File: config.mk
export PLATFORM = sky130hd
export DESIGN_NAME = servo_cmd_sequencer
export DESIGN_NICKNAME = d
export VERILOG_FILES = /design/src/rtl/servo_cmd_sequencer.sv
export SDC_FILE = /design/constraint.sdc
export NUM_CORES = 1
export LEC_CHECK = 0
export CORE_MARGIN = 2
export CORE_UTILIZATION = 40
export CTS_CLUSTER_SIZE = 14
export DETAILED_ROUTE_END_ITERATION = 10
export GPL_ROUTABILITY_DRIVEN = 0
export PLACE_DENSITY_LB_ADDON = 0.25
export SLEW_MARGIN = 20
export SYNTH_ARGS = -nofsm -noshare
export SYNTH_HDL_FRONTEND = slang
export SYNTH_SLANG_ARGS = --single-unit
File: constraint.sdc
create_clock -name ClockIn -period 8.2 [get_ports ClockIn]
set_clock_uncertainty 0.05 [all_clocks]
set_input_delay 1.64 -clock ClockIn [delete_from_list [all_inputs] [get_ports ClockIn]]
set_output_delay 1.64 -clock ClockIn [all_outputs]
set_load 0.005 [all_outputs]
File: src/rtl/servo_cmd_sequencer.sv
// servo_cmd_sequencer: debounces the servo push-button and ramps the commanded pulse width
// toward the selected endpoint, strobing LoadModN one clock after each frame tick with news.
module servo_cmd_sequencer #(
    parameter logic [31:0] FrameCycles    = 32'd1000000,
    parameter logic [31:0] DebounceCycles = 32'd500000,
    parameter logic [31:0] MinWidth       = 32'd500000,
    parameter logic [31:0] MaxWidth       = 32'd2500000,
    parameter logic [31:0] StepWidth      = 32'd100000
) (
    input  logic        ClockIn,
    input  logic        Reset,
    input  logic        BtnRaw,
    output logic        BtnState,
    output logic        LoadModN,
    output logic [31:0] PulseWidth,
    output logic        Moving
);
    typedef enum logic [1:0] {S_LOW, S_RISE, S_HIGH, S_FALL} dbState_t;
    dbState_t state, stateNext;
    logic syncMeta, btnSync, btnNext, frameTick, pending, pwChange, btnChange, loadEvent, rising;
    logic [31:0] dbCount, dbCountNext, frameCount, target, gap, step, pwNext;
    always_comb begin
        stateNext = state;
        dbCountNext = dbCount;
        btnNext = BtnState;
        case (state)
            S_LOW: begin
                if (btnSync) begin
                    stateNext = S_RISE;
                    dbCountNext = '0;
                end
            end
            S_RISE: begin
                if (!btnSync) stateNext = S_LOW;
                else begin
                    dbCountNext = dbCount + 32'd1;
                    if (dbCount == DebounceCycles - 32'd1) begin
                        stateNext = S_HIGH;
                        btnNext = 1'b1;
                    end
                end
            end
            S_HIGH: begin
                if (!btnSync) begin
                    stateNext = S_FALL;
                    dbCountNext = '0;
                end
            end
            default: begin
                if (btnSync) stateNext = S_HIGH;
                else begin
                    dbCountNext = dbCount + 32'd1;
                    if (dbCount == DebounceCycles - 32'd1) begin
                        stateNext = S_LOW;
                        btnNext = 1'b0;
                    end
                end
            end
        endcase
    end
    // The gap is taken in the correct direction first so the step is clamped without wrap.
    always_comb begin
        target = BtnState ? MinWidth : MaxWidth;
        rising = PulseWidth < target;
        gap = rising ? target - PulseWidth : PulseWidth - target;
        step = gap < StepWidth ? gap : StepWidth;
        pwNext = rising ? PulseWidth + step : PulseWidth - step;
        frameTick = frameCount == FrameCycles - 32'd1;
        pwChange = frameTick && (PulseWidth != target);
        btnChange = btnNext != BtnState;
        loadEvent = pending || pwChange || btnChange;
    end
    always_ff @(posedge ClockIn) begin
        if (Reset) begin
            syncMeta <= 1'b0;
            btnSync <= 1'b0;
            state <= S_LOW;
            dbCount <= '0;
            BtnState <= 1'b0;
            frameCount <= '0;
            PulseWidth <= MaxWidth;
            LoadModN <= 1'b0;
            pending <= 1'b0;
            Moving <= 1'b0;
        end else begin
            syncMeta <= BtnRaw;
            btnSync <= syncMeta;
            state <= stateNext;
            dbCount <= dbCountNext;
            BtnState <= btnNext;
            frameCount <= frameTick ? '0 : frameCount + 32'd1;
            if (frameTick) PulseWidth <= pwNext;
            LoadModN <= frameTick && loadEvent;
            pending <= !frameTick && loadEvent;
            Moving <= PulseWidth != target;
        end
    end
endmodule

==> flow_summary.toml <==
[status]
outcome = "finished, final reports clean"

[detailed_routing]
dr.pass1.iters = 5
ant_nets = 0
wl_per_cell_um = 18.09
drtIter0Drc = 698
vias = 9256
drc = 0
viasPerCell = 5.949
routed_wl_um = 28150

[timing]
finalSetupTns_ns = 0
setup_viol = 0
final_hold_viol_count = 0
fin_crit_ns = 7.717
worst_slew_pin_slew_ns = 1.064
layout_worst_path_cycle_share = 0.9412
rsz0062_at_grt = "false"
holdWs_ns = 0.3925
final-max-slew-violation-count = 0
fmax_ghz = 0.1296
slew_headroom = 0.2889

[placed_design]
placed_area_sq_um = 9995
dp_hpwl_um = 21360
portBuffers = 37

[global_routing]
antenna_found_initial = 0
grt_pass1_vias = 8747
grt.total_usage = 0.2285
grt_max_degree = 34
global_route.overflow_total = 0
grt_pass1_wl_um = 44820

[synthesis]
ys_seq_elements = 104
synth_area_leader_cell = "dfxtp_1"
synthArstFlopShare = 0
syn-num-nets = 1278
synthDistinctLibCells = 92
postSynthAreaPerCell_sq_um = 7.475
synth-edff-count = 0
syn_inst = 1223
synth_area_sq_um = 9143
synth_top_area_frac = 0.2277
yosysSeqAreaShare = 0.2277
yosys_warnings = 0
yosys_most_used_dff = "dfxtp_1"
netlist_top_cells_area = "dfxtp_1, ha_1, nor2_1"

[clock_tree]
cts_buffers = 9
clk_pin_slew_ns = 0.07
clock_sinks = 104
cts.htree.levels = 3
root_buffer = "clkbuf_16"
clk_latency_ns = 0.35
clock_path_buffers = 2
cts_tree = "done"

[setup_path]
critPathMostFrequentCell = "ha_1"
cp_slowest_cell = "dfxtp_1"
critical_path_required_ns = 8.35
crit_type = "reg -> reg"
cp.arrival_ns = 7.87
start_kind = "flip-flop"
crit_fanout = 16
slowest_delay_ns = 0.46
endpoint_kind = "flip-flop"

[pwr]
power_density_nw_per_um2 = 96.35
power.total_uw = 1007
ir_drop_mv = 0.09379
p_leak_uw = 0.004141

[final_layout]
stdcell_area_sq_um = 10450
nets = 1321
final_core_util = 0.4630
drive_above_1_share = 0.09992
layout_commonest_cell = "nor2_1"
n_antenna_cell = 0
final_cell_mix = "nor2_1, nand2_1, dfxtp_1"
area_growth_pct = 14.32

[die]
fp.coreArea_sq_um = 22570
initial_core_util = 0.4050
rows = 55
die_x_um = 155.2
die_area_sq_um = 24080
ios = 38
die_h_um = 155.2

[flow_run]
maxCapViolations = 0

[hold_path]
hold_path.class = "reg -> reg"
## per-layer routing
| layer | GRT usage | vias up | wire length, um |
|---|---|---|---|
| met2 | 0.3767 | 312 | 12720 |
| met4 | 0.08650 | 0 | 902 |
| met5 | 0 | - | 0 |
| met3 | 0.02758 | 73 | 1582 |
| met1 | 0.3067 | 4343 | 12950 |
| li1 | - | 4528 | - |
## Yosys cell counts (6+ instances only)
library cell,count
nor2_1,137
nand2_1,119
dfxtp_1,104
a21oi_1,67
o21ai_0,61
xor2_1,56
nand3_1,52
ha_1,51
xnor2_1,47
clkbuf_1,46
nor3_1,44
inv_1,42
nand4_1,33
and3_1,26
nand2b_1,22
mux2i_1,19
a21o_1,17
nor2b_1,16
a211oi_1,15
nor4_1,14
or3_1,14
and2_1,13
a31oi_1,12
o211ai_1,12
buf_2,11
or2_2,11
nor4b_1,10
o21a_1,10
o311ai_0,7
a21boi_0,6
o31ai_1,6
## report_power, final
part	internal (uW)	total, uW	switching, uW
logic	6.50	23.1	16.6
registers	507	509	2.21
clock network	278	475	197
total	792	1010	215
## worst max-delay path: cells and delay by family, from the launching register on
family	cells	cell delay, ns
AO/OA/AOI/OAI	13	3.27
adder cells (fa/ha/maj)	3	0.91
buffers and inverters	3	0.45
XOR/XNOR	1	0.14
multiplexers	2	0.26
AND/OR/NAND/NOR	11	2.03
flip-flops	1	0.46
## area by class of cell
| class | instances | area, sq um |
|---|---|---|
| fill | 2311 | 12120 |
| multi-input combinational | 1016 | 6734 |
| sequential | 104 | 2083 |
| timing repair buffer | 93 | 790.8 |
| tap | 285 | 356.6 |
| clock buffer | 10 | 239.0 |
| inverter | 42 | 157.7 |
| clock inverter | 6 | 90.09 |
## final timing paths
kind	start	depth (start not counted)	to	slack, ns
min reg2reg	syncMeta	1	btnSync	0.39
min	syncMeta	1	btnSync	0.39
max	PulseWidth[7]	33	PulseWidth[31]	0.48
max reg2reg	PulseWidth[7]	33	PulseWidth[31]	0.48
## state kept, by name (all words and copies together) (netlist names), named ones only
register / flops
LoadModN: 1
btnSync: 1
dbCount: 32
Moving: 1
state: 1
BtnState: 1
syncMeta: 1
pending: 1
frameCount: 32
PulseWidth: 32
## timing repair
| action | in CTS | in global routing |
|---|---|---|
| setup endpoints to repair | 0 | 4 |
| gates resized for setup | 0 | 16 |
| hold buffers | 0 | 0 |
| setup buffers | 0 | 6 |
## logic make-up after synthesis
| logic type | after synthesis | synth area share |
|---|---|---|
| compound gates | 291 | 0.2212 |
| xor+xnor | 104 | 0.1005 |
| buf+inv | 103 | 0.04585 |
| flops | 104 | 0.2277 |
| mux | 22 | 0.02450 |
| fa+ha+maj | 52 | 0.07199 |
| other cells | 1 | 0.0004102 |
| simple gates | 546 | 0.3079 |
## through the flow
stage,worst slack [ns],std cells
floorplan,0.3983,1223
global placement,0.2243,1534
detailed placement,0.03444,1534
CTS,0.01346,1550
global route,0.02187,1556
finish,0.4826,1556
(Power assumes the default switching activity.)
